**src/rtl/acc_datapath_mc_if.sv**
```systemverilog
`default_nettype none
// ============================================================================
//  Module   : acc_datapath_mc_if
//  Purpose  : Control/memory-side bus of the multi-accumulator datapath.
//             The master modport is the control unit / memory side, the slave
//             modport is the datapath itself.
//  Revision : 1.0  initial release
// ============================================================================
interface acc_datapath_mc_if #(
    parameter int DATA_WIDTH    = 11,
    parameter int OPERAND_WIDTH = 8,
    parameter int NUM_ACC       = 4,
    parameter int ACC_SEL_WIDTH = $clog2(NUM_ACC)
);
    // Control unit / memory driven
    logic [OPERAND_WIDTH-1:0] operand_in;
    logic [DATA_WIDTH-1:0]    data_memory_in;
    logic [ACC_SEL_WIDTH-1:0] acc_sel_in;
    logic [2:0]               op_alu_in;
    logic [1:0]               sel_A_in;
    logic                     sel_B_in;
    logic                     acc_wr_in;
    logic                     status_wr_in;
    logic                     mul_start_in;

    // Datapath driven
    logic [DATA_WIDTH-1:0]    data_out;
    logic [DATA_WIDTH-1:0]    ext_out;
    logic [OPERAND_WIDTH-1:0] data_memory_address_out;
    logic                     flag_Z_out;
    logic                     flag_N_out;
    logic                     flag_C_out;
    logic                     flag_V_out;
    logic                     busy_out;
    logic                     done_out;

    modport master (
        output operand_in, data_memory_in, acc_sel_in, op_alu_in, sel_A_in,
               sel_B_in, acc_wr_in, status_wr_in, mul_start_in,
        input  data_out, ext_out, data_memory_address_out, flag_Z_out,
               flag_N_out, flag_C_out, flag_V_out, busy_out, done_out
    );

    modport slave (
        input  operand_in, data_memory_in, acc_sel_in, op_alu_in, sel_A_in,
               sel_B_in, acc_wr_in, status_wr_in, mul_start_in,
        output data_out, ext_out, data_memory_address_out, flag_Z_out,
               flag_N_out, flag_C_out, flag_V_out, busy_out, done_out
    );
endinterface
`default_nettype wire

```
**src/rtl/acc_datapath_mc.sv**
```systemverilog
`default_nettype none
// ============================================================================
//  Module   : acc_datapath_mc
//  Purpose  : Bank of NUM_ACC accumulators, 8-op ALU with Z/N/C/V flags,
//             operand sign extension and a DATA_WIDTH-cycle shift-add
//             multiplier with start/busy/done handshake.
//  Options  : DATAPATH_SAT_EN - when defined, ADD/SUB results saturate on
//             signed overflow instead of wrapping.
//  Revision : 1.0  initial release
// ============================================================================
module acc_datapath_mc #(
    parameter int DATA_WIDTH    = 11,
    parameter int OPERAND_WIDTH = 8,
    parameter int NUM_ACC       = 4,
    parameter int ACC_SEL_WIDTH = $clog2(NUM_ACC)
) (
    input  wire logic        clock_in,
    input  wire logic        reset_in,
    acc_datapath_mc_if.slave bus_if
);

    localparam int MSB   = DATA_WIDTH - 1;
    localparam int CNT_W = (DATA_WIDTH > 1) ? $clog2(DATA_WIDTH) : 1;
    localparam int PRD_W = 2 * DATA_WIDTH;

    localparam logic [CNT_W-1:0] CNT_LAST = CNT_W'(DATA_WIDTH - 1);

    localparam logic [1:0] ST_IDLE = 2'd0;
    localparam logic [1:0] ST_RUN  = 2'd1;
    localparam logic [1:0] ST_WB   = 2'd2;

    localparam logic [2:0] OP_ADD = 3'b000;
    localparam logic [2:0] OP_SUB = 3'b001;
    localparam logic [2:0] OP_AND = 3'b010;
    localparam logic [2:0] OP_OR  = 3'b011;
    localparam logic [2:0] OP_XOR = 3'b100;
    localparam logic [2:0] OP_NOT = 3'b101;
    localparam logic [2:0] OP_SHL = 3'b110;
    localparam logic [2:0] OP_ASR = 3'b111;

    localparam logic [1:0] SRC_ALU  = 2'b00;
    localparam logic [1:0] SRC_EXT  = 2'b01;
    localparam logic [1:0] SRC_MEM  = 2'b10;
    localparam logic [1:0] SRC_HOLD = 2'b11;

    // Elaboration-time sanity of the parameter set
    generate
        if (OPERAND_WIDTH > DATA_WIDTH) begin : g_bad_operand_width
            $error("OPERAND_WIDTH must not exceed DATA_WIDTH");
        end
        if ((NUM_ACC < 2) || ((NUM_ACC & (NUM_ACC - 1)) != 0)) begin : g_bad_num_acc
            $error("NUM_ACC must be a power of two and at least 2");
        end
    endgenerate

    // ------------------------------------------------------------------
    // State
    // ------------------------------------------------------------------
    logic [DATA_WIDTH-1:0]    acc_q [NUM_ACC];
    logic [1:0]               state_q;
    logic [PRD_W-1:0]         mcand_q;
    logic [DATA_WIDTH-1:0]    mplier_q;
    logic [PRD_W-1:0]         product_q;
    logic [CNT_W-1:0]         cnt_q;
    logic [ACC_SEL_WIDTH-1:0] dest_q;
    logic                     flag_z_q;
    logic                     flag_n_q;
    logic                     flag_c_q;
    logic                     flag_v_q;

    // ------------------------------------------------------------------
    // Operand paths
    // ------------------------------------------------------------------
    logic [DATA_WIDTH-1:0] ext_val;
    logic [DATA_WIDTH-1:0] alu_a;
    logic [DATA_WIDTH-1:0] alu_b;

    generate
        if (DATA_WIDTH > OPERAND_WIDTH) begin : g_ext_pad
            assign ext_val = {{(DATA_WIDTH - OPERAND_WIDTH){bus_if.operand_in[OPERAND_WIDTH-1]}},
                              bus_if.operand_in};
        end else begin : g_ext_same
            assign ext_val = bus_if.operand_in;
        end
    endgenerate

    assign alu_a = acc_q[bus_if.acc_sel_in];
    assign alu_b = bus_if.sel_B_in ? bus_if.data_memory_in : ext_val;

    // ------------------------------------------------------------------
    // ALU
    // ------------------------------------------------------------------
    logic [DATA_WIDTH:0]   sum_ext;
    logic [DATA_WIDTH:0]   diff_ext;
    logic [DATA_WIDTH-1:0] alu_res;
    logic                  alu_z;
    logic                  alu_n;
    logic                  alu_c;
    logic                  alu_v;

    assign sum_ext  = {1'b0, alu_a} + {1'b0, alu_b};
    assign diff_ext = {1'b0, alu_a} - {1'b0, alu_b};

    // Result and flags of the selected ALU operation
    always_comb begin
        alu_res = '0;
        alu_c   = 1'b0;
        alu_v   = 1'b0;
        case (bus_if.op_alu_in)
            OP_ADD: begin
                alu_res = sum_ext[DATA_WIDTH-1:0];
                alu_c   = sum_ext[DATA_WIDTH];
                alu_v   = (alu_a[MSB] == alu_b[MSB]) && (alu_res[MSB] != alu_a[MSB]);
            end
            OP_SUB: begin
                alu_res = diff_ext[DATA_WIDTH-1:0];
                alu_c   = diff_ext[DATA_WIDTH];   // borrow: A < B unsigned
                alu_v   = (alu_a[MSB] != alu_b[MSB]) && (alu_res[MSB] != alu_a[MSB]);
            end
            OP_AND: alu_res = alu_a & alu_b;
            OP_OR:  alu_res = alu_a | alu_b;
            OP_XOR: alu_res = alu_a ^ alu_b;
            OP_NOT: alu_res = ~alu_a;
            OP_SHL: begin
                alu_res = {alu_a[MSB-1:0], 1'b0};
                alu_c   = alu_a[MSB];
                alu_v   = alu_a[MSB] ^ alu_a[MSB-1];
            end
            OP_ASR: begin
                alu_res = {alu_a[MSB], alu_a[MSB:1]};
                alu_c   = alu_a[0];
            end
            default: alu_res = '0;
        endcase
`ifdef DATAPATH_SAT_EN
        // On overflow the true result has the sign of A for both ADD and SUB
        if (((bus_if.op_alu_in == OP_ADD) || (bus_if.op_alu_in == OP_SUB)) && alu_v) begin
            alu_res = alu_a[MSB] ? {1'b1, {(DATA_WIDTH-1){1'b0}}}
                                 : {1'b0, {(DATA_WIDTH-1){1'b1}}};
        end
`else
        // Two's complement wrap-around: the raw result is kept as is
`endif
        alu_z = (alu_res == '0);
        alu_n = alu_res[MSB];
    end

    // ------------------------------------------------------------------
    // Accumulator write source
    // ------------------------------------------------------------------
    logic [DATA_WIDTH-1:0] mux_a;

    // Source selection for an IDLE-state accumulator write
    always_comb begin
        case (bus_if.sel_A_in)
            SRC_ALU: mux_a = alu_res;
            SRC_EXT: mux_a = ext_val;
            SRC_MEM: mux_a = bus_if.data_memory_in;
            default: mux_a = alu_a;
        endcase
    end

    // ------------------------------------------------------------------
    // Multiplier sequencing
    // ------------------------------------------------------------------
    logic idle_start;
    logic idle_cmd;

    assign idle_start = (state_q == ST_IDLE) && bus_if.mul_start_in;
    // Plain register-file commands only act in IDLE and lose to a start
    assign idle_cmd   = (state_q == ST_IDLE) && !bus_if.mul_start_in;

    // Multiplier FSM: latch operands, DATA_WIDTH shift-add steps, write-back
    always_ff @(posedge clock_in) begin
        if (reset_in) begin
            state_q   <= ST_IDLE;
            mcand_q   <= '0;
            mplier_q  <= '0;
            product_q <= '0;
            cnt_q     <= '0;
            dest_q    <= '0;
        end else begin
            case (state_q)
                ST_IDLE: begin
                    if (bus_if.mul_start_in) begin
                        mcand_q   <= {{DATA_WIDTH{1'b0}}, alu_a};
                        mplier_q  <= alu_b;
                        product_q <= '0;
                        cnt_q     <= '0;
                        dest_q    <= bus_if.acc_sel_in;
                        state_q   <= ST_RUN;
                    end
                end
                ST_RUN: begin
                    if (mplier_q[0]) begin
                        product_q <= product_q + mcand_q;
                    end
                    mcand_q  <= mcand_q << 1;
                    mplier_q <= mplier_q >> 1;
                    cnt_q    <= cnt_q + CNT_W'(1);
                    if (cnt_q == CNT_LAST) begin
                        state_q <= ST_WB;
                    end
                end
                ST_WB: begin
                    state_q <= ST_IDLE;
                end
                default: begin
                    state_q <= ST_IDLE;
                end
            endcase
        end
    end

    // ------------------------------------------------------------------
    // Accumulator bank
    // ------------------------------------------------------------------
    logic                     acc_we;
    logic [ACC_SEL_WIDTH-1:0] acc_wsel;
    logic [DATA_WIDTH-1:0]    acc_wdata;

    // Single write port: multiplier write-back or an IDLE-state write
    always_comb begin
        acc_we    = 1'b0;
        acc_wsel  = bus_if.acc_sel_in;
        acc_wdata = mux_a;
        if (state_q == ST_WB) begin
            acc_we    = 1'b1;
            acc_wsel  = dest_q;
            acc_wdata = product_q[DATA_WIDTH-1:0];
        end else if (idle_cmd && bus_if.acc_wr_in && (bus_if.sel_A_in != SRC_HOLD)) begin
            acc_we = 1'b1;
        end
    end

    // Accumulator storage, cleared by reset
    always_ff @(posedge clock_in) begin
        if (reset_in) begin
            for (int i = 0; i < NUM_ACC; i++) begin
                acc_q[i] <= '0;
            end
        end else if (acc_we) begin
            acc_q[acc_wsel] <= acc_wdata;
        end
    end

    // ------------------------------------------------------------------
    // Status flags
    // ------------------------------------------------------------------
    // Flags follow the multiply result at write-back, else the ALU on request
    always_ff @(posedge clock_in) begin
        if (reset_in) begin
            flag_z_q <= 1'b0;
            flag_n_q <= 1'b0;
            flag_c_q <= 1'b0;
            flag_v_q <= 1'b0;
        end else if (state_q == ST_WB) begin
            flag_z_q <= (product_q[DATA_WIDTH-1:0] == '0);
            flag_n_q <= product_q[DATA_WIDTH-1];
            flag_c_q <= (product_q[PRD_W-1:DATA_WIDTH] != '0);
            flag_v_q <= 1'b0;
        end else if (idle_cmd && bus_if.status_wr_in) begin
            flag_z_q <= alu_z;
            flag_n_q <= alu_n;
            flag_c_q <= alu_c;
            flag_v_q <= alu_v;
        end
    end

    // ------------------------------------------------------------------
    // Outputs
    // ------------------------------------------------------------------
    assign bus_if.data_out                = alu_a;
    assign bus_if.ext_out                 = ext_val;
    assign bus_if.data_memory_address_out = bus_if.operand_in;
    assign bus_if.flag_Z_out              = flag_z_q;
    assign bus_if.flag_N_out              = flag_n_q;
    assign bus_if.flag_C_out              = flag_c_q;
    assign bus_if.flag_V_out              = flag_v_q;
    assign bus_if.busy_out                = (state_q != ST_IDLE);
    assign bus_if.done_out                = (state_q == ST_WB);

    // Start acceptance is visible only through the FSM; keep the term named
    logic unused_idle_start;
    assign unused_idle_start = idle_start;

endmodule
`default_nettype wire

```
**src/flat_wrapper.sv**
```systemverilog
// flat-port wrapper written by rule: the top's interface ports become plain ports
module acc_datapath_mc_flat 
#(
    parameter int DATA_WIDTH    = 11,
    parameter int OPERAND_WIDTH = 8,
    parameter int NUM_ACC       = 4,
    parameter int ACC_SEL_WIDTH = $clog2(NUM_ACC)
)
  (clock_in, reset_in, bus_if_operand_in, bus_if_data_memory_in, bus_if_acc_sel_in, bus_if_op_alu_in, bus_if_sel_A_in, bus_if_sel_B_in, bus_if_acc_wr_in, bus_if_status_wr_in, bus_if_mul_start_in, bus_if_data_out, bus_if_ext_out, bus_if_data_memory_address_out, bus_if_flag_Z_out, bus_if_flag_N_out, bus_if_flag_C_out, bus_if_flag_V_out, bus_if_busy_out, bus_if_done_out);
  acc_datapath_mc_if #(.DATA_WIDTH(DATA_WIDTH), .OPERAND_WIDTH(OPERAND_WIDTH), .NUM_ACC(NUM_ACC), .ACC_SEL_WIDTH(ACC_SEL_WIDTH)) bus_if_i ();
  input  wire logic clock_in;
  input  wire logic reset_in;
  input wire logic [$bits(bus_if_i.operand_in)-1:0] bus_if_operand_in;
  input wire logic [$bits(bus_if_i.data_memory_in)-1:0] bus_if_data_memory_in;
  input wire logic [$bits(bus_if_i.acc_sel_in)-1:0] bus_if_acc_sel_in;
  input wire logic [$bits(bus_if_i.op_alu_in)-1:0] bus_if_op_alu_in;
  input wire logic [$bits(bus_if_i.sel_A_in)-1:0] bus_if_sel_A_in;
  input wire logic [$bits(bus_if_i.sel_B_in)-1:0] bus_if_sel_B_in;
  input wire logic [$bits(bus_if_i.acc_wr_in)-1:0] bus_if_acc_wr_in;
  input wire logic [$bits(bus_if_i.status_wr_in)-1:0] bus_if_status_wr_in;
  input wire logic [$bits(bus_if_i.mul_start_in)-1:0] bus_if_mul_start_in;
  output wire logic [$bits(bus_if_i.data_out)-1:0] bus_if_data_out;
  output wire logic [$bits(bus_if_i.ext_out)-1:0] bus_if_ext_out;
  output wire logic [$bits(bus_if_i.data_memory_address_out)-1:0] bus_if_data_memory_address_out;
  output wire logic [$bits(bus_if_i.flag_Z_out)-1:0] bus_if_flag_Z_out;
  output wire logic [$bits(bus_if_i.flag_N_out)-1:0] bus_if_flag_N_out;
  output wire logic [$bits(bus_if_i.flag_C_out)-1:0] bus_if_flag_C_out;
  output wire logic [$bits(bus_if_i.flag_V_out)-1:0] bus_if_flag_V_out;
  output wire logic [$bits(bus_if_i.busy_out)-1:0] bus_if_busy_out;
  output wire logic [$bits(bus_if_i.done_out)-1:0] bus_if_done_out;
  assign bus_if_i.operand_in = bus_if_operand_in;
  assign bus_if_i.data_memory_in = bus_if_data_memory_in;
  assign bus_if_i.acc_sel_in = bus_if_acc_sel_in;
  assign bus_if_i.op_alu_in = bus_if_op_alu_in;
  assign bus_if_i.sel_A_in = bus_if_sel_A_in;
  assign bus_if_i.sel_B_in = bus_if_sel_B_in;
  assign bus_if_i.acc_wr_in = bus_if_acc_wr_in;
  assign bus_if_i.status_wr_in = bus_if_status_wr_in;
  assign bus_if_i.mul_start_in = bus_if_mul_start_in;
  assign bus_if_data_out = bus_if_i.data_out;
  assign bus_if_ext_out = bus_if_i.ext_out;
  assign bus_if_data_memory_address_out = bus_if_i.data_memory_address_out;
  assign bus_if_flag_Z_out = bus_if_i.flag_Z_out;
  assign bus_if_flag_N_out = bus_if_i.flag_N_out;
  assign bus_if_flag_C_out = bus_if_i.flag_C_out;
  assign bus_if_flag_V_out = bus_if_i.flag_V_out;
  assign bus_if_busy_out = bus_if_i.busy_out;
  assign bus_if_done_out = bus_if_i.done_out;
  acc_datapath_mc #(.DATA_WIDTH(DATA_WIDTH), .OPERAND_WIDTH(OPERAND_WIDTH), .NUM_ACC(NUM_ACC), .ACC_SEL_WIDTH(ACC_SEL_WIDTH)) u_core (.clock_in(clock_in), .reset_in(reset_in), .bus_if(bus_if_i));
endmodule
```
**config.mk**
```make
export PLATFORM = sky130hd
export DESIGN_NAME = acc_datapath_mc_flat
export DESIGN_NICKNAME = d
export VERILOG_FILES = /design/src/rtl/acc_datapath_mc_if.sv /design/src/rtl/acc_datapath_mc.sv /design/src/flat_wrapper.sv
export SDC_FILE = /design/constraint.sdc
export NUM_CORES = 1
export LEC_CHECK = 0
export ABC_AREA = 1
export CAP_MARGIN = 25
export CORE_UTILIZATION = 35
export CTS_BUF_LIST = sky130_fd_sc_hd__clkbuf_2 sky130_fd_sc_hd__clkbuf_4 sky130_fd_sc_hd__clkbuf_8
export CTS_CLUSTER_SIZE = 20
export DETAILED_ROUTE_END_ITERATION = 6
export PLACE_DENSITY = 0.63
export REMOVE_ABC_BUFFERS = 1
export SLEW_MARGIN = 10
export SYNTH_ARGS = -nofsm -noshare
export SYNTH_HDL_FRONTEND = slang
export SYNTH_SLANG_ARGS = --single-unit
```
**constraint.sdc**
```tcl
create_clock -name clock_in -period 3.61 [get_ports clock_in]
set_input_delay 0.5415 -clock clock_in [delete_from_list [all_inputs] [get_ports clock_in]]
set_output_delay 0.5415 -clock clock_in [all_outputs]
set_load 0.01 [all_outputs]
```
==> impl_metrics.prom <==
# TYPE chip_impl_metric gauge
chip_impl_metric{name="synth_top_cell_area_share",unit="%"} 16.1
chip_impl_metric{name="arrival",unit="ps"} 3500
chip_impl_metric{name="finish.net_count",unit=""} 1455
chip_impl_metric{name="grt_antenna_before_repair",unit=""} 0
chip_impl_metric{name="largest_net_degree_at_the_start_of_global_routing",unit=""} 52
chip_impl_metric{name="regArea",unit="um2"} 2660
chip_impl_info{name="cts-root-buf",value="clkbuf_8"} 1
chip_impl_metric{name="slew-limit-headroom",unit="%"} 55.5
chip_impl_metric{name="drive_gt1_share",unit="%"} 12.1
chip_impl_metric{name="clk_pin_slew",unit="ps"} 110
chip_impl_metric{name="clk_latency",unit="ps"} 400
chip_impl_metric{name="totalWireLength",unit="um"} 28900
chip_impl_metric{name="power-per-cell-area",unit="nW/um2"} 321
chip_impl_info{name="synthFlopType",value="dfxtp_1"} 1
chip_impl_info{name="crit_type",value="in2reg"} 1
chip_impl_info{name="worst_path_dominant_cell_family",value="simple AND/OR/NAND/NOR gates"} 1
chip_impl_info{name="cts_tree",value="yes"} 1
chip_impl_metric{name="place.detailed.instances",unit=""} 1672
chip_impl_metric{name="fp.coreArea",unit="um2"} 23400
chip_impl_metric{name="crit_fanout",unit=""} 8
chip_impl_info{name="yosys-top-cells-count",value="nand2_1 (333), inv_1 (121), nor2_1 (120)"} 1
chip_impl_metric{name="total_number_of_vias",unit=""} 8812
chip_impl_metric{name="synthesis.yosys.warnings",unit=""} 0
chip_impl_info{name="worstHoldPathType",value="reg2reg"} 1
chip_impl_info{name="worstSetupEndpointType",value="flop"} 1
chip_impl_metric{name="yosysUniqueCellTypes",unit=""} 42
chip_impl_metric{name="multi_input_comb_area",unit="um2"} 4820
chip_impl_info{name="yosysMostFrequentCell",value="nand2_1"} 1
chip_impl_metric{name="wl_per_cell",unit="um"} 17.1
chip_impl_metric{name="timing.critical_path.slowest_cell_delay",unit="ps"} 540
chip_impl_metric{name="finalCriticalPeriod",unit="ps"} 3350
chip_impl_metric{name="io_pins",unit=""} 68
chip_impl_metric{name="starting_drc_count_in_detailed_routing",unit=""} 796
chip_impl_metric{name="dieWidth",unit="um"} 156
chip_impl_metric{name="drt_drc_violations_left",unit=""} 0
chip_impl_metric{name="cts_max_level",unit=""} 3
chip_impl_metric{name="fin_worst_hold_slack",unit="ps"} 479
chip_impl_metric{name="initial_standard_cell_utilization_of_the_core",unit="%"} 35.6
chip_impl_metric{name="yosysSeqAreaShare",unit="%"} 32.0
chip_impl_info{name="crit_path_top_delay_cell",value="o21ai_0"} 1
chip_impl_metric{name="critical_path.n_buffers_inverters",unit=""} 2
chip_impl_metric{name="setup_violations",unit=""} 0
chip_impl_metric{name="leakage",unit="nW"} 4.62
chip_impl_metric{name="ctsLongestPathBuffers",unit=""} 2
chip_impl_metric{name="vias_per_cell",unit=""} 5.22
chip_impl_metric{name="number_of_enable_type_register_cells_in_the_synthesized_netlist",unit=""} 44
chip_impl_metric{name="async_reset_ff_share",unit="%"} 0
chip_impl_metric{name="worst_endpoint_required_time",unit="ps"} 3760
chip_impl_metric{name="avgSynthCellArea",unit="um2"} 6.70
chip_impl_info{name="run_status",value="completed"} 1
chip_impl_metric{name="gr-usage-all-layers",unit="%"} 23.8
chip_impl_info{name="worstPathCellList",value="clkdlybuf4s50_1 -> buf_4 -> o21ai_0 -> ha_1 -> nor2_1 -> nand2_1 -> nand2_1 -> nand2_1 -> nand2_1 -> nand2_1 -> nand3_1 -> nand3_1 -> a21oi_1 -> o211ai_1 -> nand2_1 -> nor2_1"} 1
chip_impl_metric{name="tritoncts_num_sinks",unit=""} 111
chip_impl_metric{name="synth.ff_latch_count",unit=""} 111
chip_impl_metric{name="slew_violations",unit=""} 0
chip_impl_metric{name="design.die.area",unit="um2"} 24400
chip_impl_metric{name="report.final.hold_viol_count",unit=""} 0
chip_impl_metric{name="total_power",unit="mW"} 3.23
chip_impl_metric{name="cap_violations",unit=""} 0
chip_impl_metric{name="first_pass_iters",unit=""} 5
chip_impl_metric{name="drtAntennaViolNets",unit=""} 0
chip_impl_metric{name="num-fill-cells",unit=""} 2514
chip_impl_info{name="timing.critical_path.mode_cell",value="nand2_1"} 1
chip_impl_metric{name="finClkSkew",unit="ps"} 22.1
chip_impl_metric{name="grt_overflow",unit=""} 0
chip_impl_info{name="unrepaired_setup_endpoints_after_global_routing",value="false"} 1
chip_impl_metric{name="rows",unit=""} 56
chip_impl_metric{name="layoutNonFillerInstCount",unit=""} 1688
chip_impl_metric{name="antenna_cells",unit=""} 0
chip_impl_metric{name="worst-slew-pin-transition",unit="ps"} 664
chip_impl_metric{name="grt_pass1_vias",unit=""} 8170
chip_impl_info{name="netlist_top_cells_area",value="dfxtp_1 (16%), edfxtp_1 (16%), nand2_1 (15%)"} 1
chip_impl_metric{name="layout-area-overhead-vs-synth",unit="%"} 21.1
chip_impl_metric{name="numCtsBuffers",unit=""} 9
chip_impl_metric{name="setup-tns-final",unit="ps"} 0
chip_impl_metric{name="die_y",unit="um"} 156
chip_impl_metric{name="worst_ir_drop_vdd",unit="uV"} 193
chip_impl_info{name="yosys.area.top_type",value="dfxtp_1"} 1
chip_impl_metric{name="grt_first_pass_wirelength",unit="um"} 44300
chip_impl_metric{name="netlist_area",unit="um2"} 8330
chip_impl_metric{name="layout.core_utilization",unit="%"} 43.1
chip_impl_metric{name="maxClockFrequency",unit="MHz"} 299
chip_impl_metric{name="final_min_period_over_clock_period",unit="%"} 92.8
chip_impl_metric{name="netlist_instances",unit=""} 1243
chip_impl_metric{name="dp.final_hpwl",unit="um"} 22800
chip_impl_metric{name="buffers_added_on_ports",unit=""} 67
chip_impl_metric{name="cts.hold.buffers_added",unit=""} 0
chip_impl_info{name="critical_path.startpoint_type",value="input pin"} 1
chip_impl_metric{name="gpl_wtd_cong",unit=""} 1.02
## per-layer routing
metal | GRT usage (%) | vias to the layer above | routed length [um]
met1 | 30.3 | 4078 | 12400
met3 | 3.82 | 53 | 1880
met5 | 0 | - | 0
met2 | 40.5 | 303 | 13700
li1 | - | 4378 | -
met4 | 8.50 | 0 | 903
## cell type report
type                            count  area share, %
Multi-Input combinational cell    929           47.8
Sequential cell                   111           26.4
Timing Repair Buffer              175           14.8
Inverter                          138           5.16
Tap cell                          319           3.96
Clock buffer                        9           1.23
Clock inverter                      7          0.744
## per-stage QoR
step	setup WS [ps]	instance area [um2]
global placement	-224	9880
detailed placement	-267	9880
global route	22.3	10100
CTS	160	10100
floorplan	720	7980
finish	260	10100
## cell families (layout without fill, tap and decap cells)
kind of cell / count (synthesis) / after routing / share of synthesized area, %
AOI/OAI and AO/OA: 245 / 245 / 16.7
and+or+nand+nor: 620 / 620 / 31.2
buffers and inverters: 203 / 329 / 10.4
DFF: 111 / 111 / 32.0
muxes: 1 / 1 / 0.120
adders and majority gates: 59 / 59 / 9.13
xor gates and xnor gates: 4 / 4 / 0.421
## final timing paths
kind | from | end | slack (ps) | cells past startpoint
max | bus_if_sel_B_in | u_core.acc_q[2][7]$_SDFFCE_PN0P_ | 260 | 16
min | u_core.mplier_q[10]$_SDFFE_PP0P_ | u_core.mplier_q[10]$_SDFFE_PP0P_ | 480 | 2
max reg2reg | u_core.acc_q[3][3]$_DFFE_PP_ | u_core.acc_q[0][8]$_SDFFCE_PN0P_ | 790 | 17
min reg2reg | u_core.mplier_q[10]$_SDFFE_PP0P_ | u_core.mplier_q[10]$_SDFFE_PP0P_ | 480 | 2
## state kept, by name (all words and copies together), names as in the netlist
register,flops
u_core.acc_q,44
u_core.bus_if.flag_C_out,1
u_core.bus_if.flag_N_out,1
u_core.bus_if.flag_V_out,1
u_core.bus_if.flag_Z_out,1
u_core.cnt_q,4
u_core.dest_q,2
u_core.mcand_q,22
u_core.mplier_q,11
u_core.product_q,22
u_core.state_q,2
## placed cells by master (no fill, tap or decap), types with 54 or more instances in the layout
cell,Yosys,routed
a21oi_1,104,104
buf_4,19,107
clkdlybuf4s50_1,0,66
dfxtp_1,67,67
ha_1,56,54
inv_1,121,121
nand2_1,333,333
nand3_1,109,109
nor2_1,120,118
o21ai_0,57,57
## power breakdown
part / leakage [nW] / total, mW / internal [mW] / switching [mW]
logic: 3.51 / 1.07 / 0.427 / 0.647
registers: 1.00 / 1.39 / 1.36 / 0.0328
clock network: 0.107 / 0.773 / 0.304 / 0.469
## timing repair
item,CTS,global route
resized for setup,0,5
setup buffers,0,0
endpoints found under the setup margin,0,8
## worst reg2reg max path, cell delays in order, from the launching register on
cell and delay, ps:
edfxtp_1 390, nand2_1 70, nand3_1 90, nand2_2 130, buf_4 190, inv_1 110
ha_1 260, a21oi_1 240, nand2_1 140, buf_4 150, nand2_1 60, nand3_1 80
nand3_1 100, nand2_1 70, o21ai_1 130, nand3b_1 110, o21ai_2 190, nor2_1 60
No activity file was read; power rests on OpenSTA's default activity.
